[src/rtl/rr_issue_scoreboard_if.sv]
// Issue/register-read handshake bundle for rr_issue_scoreboard: decode side, register-read side,
// writeback feedback and status. The slave modport is the scoreboard, the master modport is its driver.
interface rr_issue_scoreboard_if #(
  parameter int unsigned NUM_REGS = 8,
  parameter int unsigned STALL_W  = 16
);
  logic                flush;
  logic                in_valid;
  logic                in_ready;
  logic [6:0]          in_ctrl;
  logic [31:0]         in_imm;
  logic [2:0]          in_src1_idx;
  logic [2:0]          in_src2_idx;
  logic [2:0]          in_dst_idx;
  logic                in_dst_we;
  logic                out_valid;
  logic                out_ready;
  logic [6:0]          out_ctrl;
  logic [31:0]         out_imm;
  logic [2:0]          out_src1_idx;
  logic [2:0]          out_src2_idx;
  logic [2:0]          out_dst_idx;
  logic                out_dst_we;
  logic                wb_we;
  logic [2:0]          wb_idx;
  logic [NUM_REGS-1:0] busy_vec;
  logic [STALL_W-1:0]  stall_cnt;
  logic                wb_underflow;

  modport master (
    output flush, in_valid, in_ctrl, in_imm, in_src1_idx, in_src2_idx, in_dst_idx, in_dst_we,
    output out_ready, wb_we, wb_idx,
    input  in_ready, out_valid, out_ctrl, out_imm, out_src1_idx, out_src2_idx, out_dst_idx,
    input  out_dst_we, busy_vec, stall_cnt, wb_underflow
  );

  modport slave (
    input  flush, in_valid, in_ctrl, in_imm, in_src1_idx, in_src2_idx, in_dst_idx, in_dst_we,
    input  out_ready, wb_we, wb_idx,
    output in_ready, out_valid, out_ctrl, out_imm, out_src1_idx, out_src2_idx, out_dst_idx,
    output out_dst_we, busy_vec, stall_cnt, wb_underflow
  );
endinterface

[src/rtl/rr_issue_scoreboard.sv]
// Single-entry issue stage with per-register pending-write counters and RAW/WAW stalling.
// Optional macro WB_BYPASS_EN: a writeback retiring the last pending write clears its hazard same-cycle.
module rr_issue_scoreboard #(
  parameter int unsigned NUM_REGS = 8,
  parameter int unsigned PEND_W   = 2,
  parameter int unsigned STALL_W  = 16
) (
  input logic                  clk,
  input logic                  rst,
  rr_issue_scoreboard_if.slave bus
);
  localparam int unsigned IdxW = 3;
  localparam logic [PEND_W-1:0]  PendMax  = '1;
  localparam logic [STALL_W-1:0] StallMax = '1;

  logic                hold_valid_q;
  logic [6:0]          ctrl_q;
  logic [31:0]         imm_q;
  logic [IdxW-1:0]     src1_q, src2_q, dst_q;
  logic                dst_we_q;
  logic [PEND_W-1:0]   pend_q [NUM_REGS];
  logic [PEND_W-1:0]   pend_d [NUM_REGS];
  logic [STALL_W-1:0]  stall_q;
  logic                underflow_q, underflow_d;

  logic [NUM_REGS-1:0] busy, bypass, inc_vec, dec_vec;
  logic                src1_haz, src2_haz, dst_haz, hazard;
  logic                out_valid, issue, issue_upd, in_ready, accept;

  always_comb begin
    for (int r = 0; r < NUM_REGS; r++) begin
      busy[r]    = pend_q[r] != '0;
`ifdef WB_BYPASS_EN
      bypass[r]  = bus.wb_we && (bus.wb_idx == IdxW'(r)) && (pend_q[r] == PEND_W'(1));
`else
      bypass[r]  = 1'b0;
`endif
      inc_vec[r] = issue_upd && dst_we_q && (dst_q == IdxW'(r));
      dec_vec[r] = bus.wb_we && (bus.wb_idx == IdxW'(r));
    end
  end

  assign src1_haz  = busy[src1_q] && !bypass[src1_q];
  assign src2_haz  = !ctrl_q[6] && busy[src2_q] && !bypass[src2_q];
  assign dst_haz   = dst_we_q && (pend_q[dst_q] == PendMax) && !bypass[dst_q];
  assign hazard    = hold_valid_q && (src1_haz || src2_haz || dst_haz);
  assign out_valid = hold_valid_q && !hazard;
  assign issue     = out_valid && bus.out_ready;
  // A flush squashes a coincident issue, so its destination is never marked pending.
  assign issue_upd = issue && !bus.flush;
  assign in_ready  = bus.flush || !hold_valid_q || issue;
  assign accept    = bus.in_valid && in_ready && !bus.flush;

  always_comb begin
    underflow_d = underflow_q;
    for (int r = 0; r < NUM_REGS; r++) begin
      pend_d[r] = pend_q[r];
      if (inc_vec[r] && !dec_vec[r]) begin
        pend_d[r] = pend_q[r] + PEND_W'(1);
      end else if (dec_vec[r] && !inc_vec[r]) begin
        if (pend_q[r] == '0) underflow_d = 1'b1;
        else                 pend_d[r]   = pend_q[r] - PEND_W'(1);
      end
    end
  end

  always_ff @(posedge clk) begin
    if (!rst) begin
      hold_valid_q <= 1'b0;
      ctrl_q       <= '0;
      imm_q        <= '0;
      src1_q       <= '0;
      src2_q       <= '0;
      dst_q        <= '0;
      dst_we_q     <= 1'b0;
      stall_q      <= '0;
      underflow_q  <= 1'b0;
      for (int r = 0; r < NUM_REGS; r++) pend_q[r] <= '0;
    end else begin
      if (bus.flush) begin
        hold_valid_q <= 1'b0;
      end else if (accept) begin
        hold_valid_q <= 1'b1;
        ctrl_q       <= bus.in_ctrl;
        imm_q        <= bus.in_imm;
        src1_q       <= bus.in_src1_idx;
        src2_q       <= bus.in_src2_idx;
        dst_q        <= bus.in_dst_idx;
        dst_we_q     <= bus.in_dst_we;
      end else if (issue) begin
        hold_valid_q <= 1'b0;
      end
      if (hazard && stall_q != StallMax) stall_q <= stall_q + STALL_W'(1);
      underflow_q <= underflow_d;
      for (int r = 0; r < NUM_REGS; r++) pend_q[r] <= pend_d[r];
    end
  end

  assign bus.in_ready     = in_ready;
  assign bus.out_valid    = out_valid;
  assign bus.out_ctrl     = ctrl_q;
  assign bus.out_imm      = imm_q;
  assign bus.out_src1_idx = src1_q;
  assign bus.out_src2_idx = src2_q;
  assign bus.out_dst_idx  = dst_q;
  assign bus.out_dst_we   = dst_we_q;
  assign bus.busy_vec     = busy;
  assign bus.stall_cnt    = stall_q;
  assign bus.wb_underflow = underflow_q;
endmodule

[src/flat_wrapper.sv]
// flat-port wrapper written by rule: the top's interface ports become plain ports
module rr_issue_scoreboard_flat 
#(
  parameter int unsigned NUM_REGS = 8,
  parameter int unsigned PEND_W   = 2,
  parameter int unsigned STALL_W  = 16
)
  (clk, rst, bus_flush, bus_in_valid, bus_in_ctrl, bus_in_imm, bus_in_src1_idx, bus_in_src2_idx, bus_in_dst_idx, bus_in_dst_we, bus_out_ready, bus_wb_we, bus_wb_idx, bus_in_ready, bus_out_valid, bus_out_ctrl, bus_out_imm, bus_out_src1_idx, bus_out_src2_idx, bus_out_dst_idx, bus_out_dst_we, bus_busy_vec, bus_stall_cnt, bus_wb_underflow);
  rr_issue_scoreboard_if #(.NUM_REGS(NUM_REGS), .STALL_W(STALL_W)) bus_i ();
  input logic clk;
  input logic rst;
  input wire logic [$bits(bus_i.flush)-1:0] bus_flush;
  input wire logic [$bits(bus_i.in_valid)-1:0] bus_in_valid;
  input wire logic [$bits(bus_i.in_ctrl)-1:0] bus_in_ctrl;
  input wire logic [$bits(bus_i.in_imm)-1:0] bus_in_imm;
  input wire logic [$bits(bus_i.in_src1_idx)-1:0] bus_in_src1_idx;
  input wire logic [$bits(bus_i.in_src2_idx)-1:0] bus_in_src2_idx;
  input wire logic [$bits(bus_i.in_dst_idx)-1:0] bus_in_dst_idx;
  input wire logic [$bits(bus_i.in_dst_we)-1:0] bus_in_dst_we;
  input wire logic [$bits(bus_i.out_ready)-1:0] bus_out_ready;
  input wire logic [$bits(bus_i.wb_we)-1:0] bus_wb_we;
  input wire logic [$bits(bus_i.wb_idx)-1:0] bus_wb_idx;
  output wire logic [$bits(bus_i.in_ready)-1:0] bus_in_ready;
  output wire logic [$bits(bus_i.out_valid)-1:0] bus_out_valid;
  output wire logic [$bits(bus_i.out_ctrl)-1:0] bus_out_ctrl;
  output wire logic [$bits(bus_i.out_imm)-1:0] bus_out_imm;
  output wire logic [$bits(bus_i.out_src1_idx)-1:0] bus_out_src1_idx;
  output wire logic [$bits(bus_i.out_src2_idx)-1:0] bus_out_src2_idx;
  output wire logic [$bits(bus_i.out_dst_idx)-1:0] bus_out_dst_idx;
  output wire logic [$bits(bus_i.out_dst_we)-1:0] bus_out_dst_we;
  output wire logic [$bits(bus_i.busy_vec)-1:0] bus_busy_vec;
  output wire logic [$bits(bus_i.stall_cnt)-1:0] bus_stall_cnt;
  output wire logic [$bits(bus_i.wb_underflow)-1:0] bus_wb_underflow;
  assign bus_i.flush = bus_flush;
  assign bus_i.in_valid = bus_in_valid;
  assign bus_i.in_ctrl = bus_in_ctrl;
  assign bus_i.in_imm = bus_in_imm;
  assign bus_i.in_src1_idx = bus_in_src1_idx;
  assign bus_i.in_src2_idx = bus_in_src2_idx;
  assign bus_i.in_dst_idx = bus_in_dst_idx;
  assign bus_i.in_dst_we = bus_in_dst_we;
  assign bus_i.out_ready = bus_out_ready;
  assign bus_i.wb_we = bus_wb_we;
  assign bus_i.wb_idx = bus_wb_idx;
  assign bus_in_ready = bus_i.in_ready;
  assign bus_out_valid = bus_i.out_valid;
  assign bus_out_ctrl = bus_i.out_ctrl;
  assign bus_out_imm = bus_i.out_imm;
  assign bus_out_src1_idx = bus_i.out_src1_idx;
  assign bus_out_src2_idx = bus_i.out_src2_idx;
  assign bus_out_dst_idx = bus_i.out_dst_idx;
  assign bus_out_dst_we = bus_i.out_dst_we;
  assign bus_busy_vec = bus_i.busy_vec;
  assign bus_stall_cnt = bus_i.stall_cnt;
  assign bus_wb_underflow = bus_i.wb_underflow;
  rr_issue_scoreboard #(.NUM_REGS(NUM_REGS), .PEND_W(PEND_W), .STALL_W(STALL_W)) u_core (.clk(clk), .rst(rst), .bus(bus_i));
endmodule
[config.mk]
export PLATFORM = sky130hd
export DESIGN_NAME = rr_issue_scoreboard_flat
export DESIGN_NICKNAME = d
export VERILOG_FILES = /design/src/rtl/rr_issue_scoreboard_if.sv /design/src/rtl/rr_issue_scoreboard.sv /design/src/flat_wrapper.sv
export SDC_FILE = /design/constraint.sdc
export NUM_CORES = 1
export LEC_CHECK = 0
export CAP_MARGIN = 30
export CORE_UTILIZATION = 45
export DETAILED_ROUTE_END_ITERATION = 10
export GPL_TIMING_DRIVEN = 0
export PLACE_DENSITY = 0.77
export SLEW_MARGIN = 40
export SYNTH_ARGS = -nofsm -noshare
export SYNTH_HDL_FRONTEND = slang
export SYNTH_SLANG_ARGS = --single-unit
[constraint.sdc]
create_clock -name clk -period 9.4 [get_ports clk]
set_input_delay 0.94 -clock clk [delete_from_list [all_inputs] [get_ports clk]]
set_output_delay 0.94 -clock clk [all_outputs]
set_load 0.01 [all_outputs]
==> metrics <==
first-pass GRT wire length between 20 and 25 mm; Max VDD drop 0.08396 mV; Worst Path Arrival ~2.8 ns; Worst Tran Pin Value 0.6678 ns; Ys Warns 0; gr usage total about 25%; Worst-path clk slew approximately 0.090 ns; final std cells w/o fill 831; power density cells 130.6 mW/mm²; Area contributors post-synth dfxtp_1 38%, mux2i_1 13%, nand2_1 12%; DRC 0; Post-CTS Hold Fix Bufs 0; pre-CTS setup slack slightly below 6 ns; vias in the first global route about 4300; Antenna Nets Post-Route 0; I/O pin count 134; Critical Path RT between 8 and 9 ns; post-synth top area share between 30% and 40%; leading cell type in the layout, fill and taps excluded nand2_1; final clock period utilization by the worst path between 30% and 40%; Worst setup EP type output pin; ys async rst share 0%; Wirelength per Cell between 15 and 20 µm; Clock Tree Root clkbuf_8; outcome completed; number of max-cap violations 0; Fmax achieved approximately 0.27 GHz; Gate Count Post-Synth between 500 and 600; Max Root-Sink Buffers 2; placer's final routability congestion estimate about 0.85; Synth area leader dfxtp_1; FP Rows 36; CTS sink cnt 86; Net Count, Synth ~620; Main synth FF type dfxtp_1; H-tree levels 3; Starting Density about 47%; clock buffer count from CTS 9; RSZ-0062 raised after global routing false; post-CTS sizing 0; Synth cell types 48; Final Max Slew Viols 0; final setup violation count 0; sequential cell area 0.001722 mm²; Worst-Skew Late Latency 0.35 ns; area of the multi-input gates ~0.0026 mm²; DIE AREA about 0.011 mm²; Pre-Repair DR Iteration Count 4; I/O Buffers ~130; Final Worst Setup Slack between 5 and 6 ns; postcts setup bufs 0; global route total overflow 0; chip height between 100 and 150 µm; final instance area between 0.006 and 0.007 mm²; Worst Path Max Fanout 10; #FFs+latches synth 86; Leak 2.673 nW; Iter 0 DRT Violations 190; initial antenna violation count 0; clock period minus final worst setup slack roughly 3.7 ns; vias around 4400; post-layout util 64.17%; Cell Area, Placed about 0.0061 mm²; TritonCTS clock tree done; Hold Path Class reg2reg; Core Area 0.009774 mm²; sequential area share after synthesis about 38%; Diodes inserted 0; layout cells sized above 1 roughly 6.2%; Startpoint Class flip-flop; Post-synth EDFFs 0; Die X ~100 µm; Area growth, synth to finish 37.68%; Slew HR about 55%; Routed WL ~13 mm; layout filler cell count roughly 860; setup TNS 0 ns; Post-Syn Area ~0.0046 mm²; Pwr Total ~0.8 mW; skew final between 0.015 and 0.02 ns; hpwl dp 9.877 mm; syn_area_per_cell roughly 8.3 µm²; final hold viol count 0; Placed Cells around 820; Vias/cell between 5 and 6; Worst Path Class, Setup reg2out; most frequent cells in the layout 145 x nand2_1, 133 x clkdlybuf4s50_1, 86 x dfxtp_1, 58 x mux2i_1; pin count of the biggest net entering global routing 15; Nets 768; WHS 0.4646 ns
-- cell type report --
type	count	area share, %
sequential	86	27.45
clock inverter	4	0.8578
buffer	24	1.775
timing repair buffer	133	21.22
inverter	20	1.197
multi-input combinational	419	42.21
tap	133	2.653
clock buffer	12	2.633
-- cell usage after synthesis (8+ instances only) --
| library cell | number |
|---|---|
| inv_1 | 20 |
| clkbuf_1 | 17 |
| nand2b_1 | 9 |
| mux2i_1 | 58 |
| a21oi_1 | 23 |
| nand3_1 | 11 |
| nand4_1 | 8 |
| nor2_1 | 23 |
| nand2_1 | 145 |
| dfxtp_1 | 86 |
| ha_1 | 17 |
| nor3_1 | 8 |
| nor2b_1 | 16 |
| nor3b_1 | 10 |
| o21ai_0 | 22 |
| and3_1 | 9 |
-- flip-flops by register name, summed over array words and instances, names as in the netlist, named ones only --
| signal | flops |
|---|---|
| u_core.bus.out_imm | 32 |
| u_core.bus.out_dst_we | 1 |
| u_core.bus.out_src2_idx | 3 |
| u_core.pend_q | 16 |
| u_core.hold_valid_q | 1 |
| u_core.bus.out_dst_idx | 3 |
| u_core.bus.out_src1_idx | 3 |
| u_core.bus.out_ctrl | 7 |
| u_core.bus.stall_cnt | 16 |
| u_core.bus.wb_underflow | 1 |
-- power by group --
| part | switching, mW | total [mW] | internal, mW |
|---|---|---|---|
| clock network | 0.135 | 0.281 | 0.145 |
| registers | 0.0147 | 0.396 | 0.381 |
| logic | 0.0649 | 0.143 | 0.0780 |
| total | 0.215 | 0.819 | 0.604 |
-- final timing paths --
| kind | start | endpoint | slack, ns | cells past startpoint |
|---|---|---|---|---|
| setup / recovery | u_core.bus.out_src1_idx[0]$_SDFFE_PN0P_ | bus_in_ready | 5.69 | 8 |
| hold / removal | u_core.bus.out_imm[1]$_SDFFE_PN0P_ | u_core.bus.out_imm[1]$_SDFFE_PN0P_ | 0.46 | 2 |
| setup reg to reg | u_core.bus.out_src1_idx[0]$_SDFFE_PN0P_ | u_core.bus.wb_underflow$_SDFF_PN0_ | 5.86 | 13 |
| hold reg to reg | u_core.bus.out_imm[1]$_SDFFE_PN0P_ | u_core.bus.out_imm[1]$_SDFFE_PN0P_ | 0.46 | 2 |
-- worst max-delay path: stages (launching register included) --
cell	delay [ns]
dfxtp_1	0.37
buf_2	0.21
nor3_2	0.21
a21oi_1	0.07
mux4_2	0.55
nor3_4	0.30
nand2_1	0.08
nand3_1	0.10
clkdlybuf4s50_1	0.54
-- layer usage --
layer | up-vias | GRT usage, % | share of wire, %
met2 | 148 | 42.31 | 48
met4 | 0 | 9.670 | 2.5
met5 | - | 0 | 0
met1 | 2037 | 28.91 | 42
met3 | 24 | 7.254 | 8.2
li1 | 2167 | - | -
-- kinds of logic (layout without fill, tap and decap cells) --
family                   after synthesis  count (layout)  share of synthesized area, %
AND/OR/NAND/NOR                      269             269                         28.43
flip-flops                            86              86                         37.79
multiplexers                          67              67                         15.96
AO/OA/AOI/OAI                         65              65                         8.872
buffers and inverters                 44             193                         4.092
adder cells (fa/ha/maj)               17              17                         4.669
XOR/XNOR                               1               1                        0.1923
Note: power is estimated with default switching activity, not from simulation.
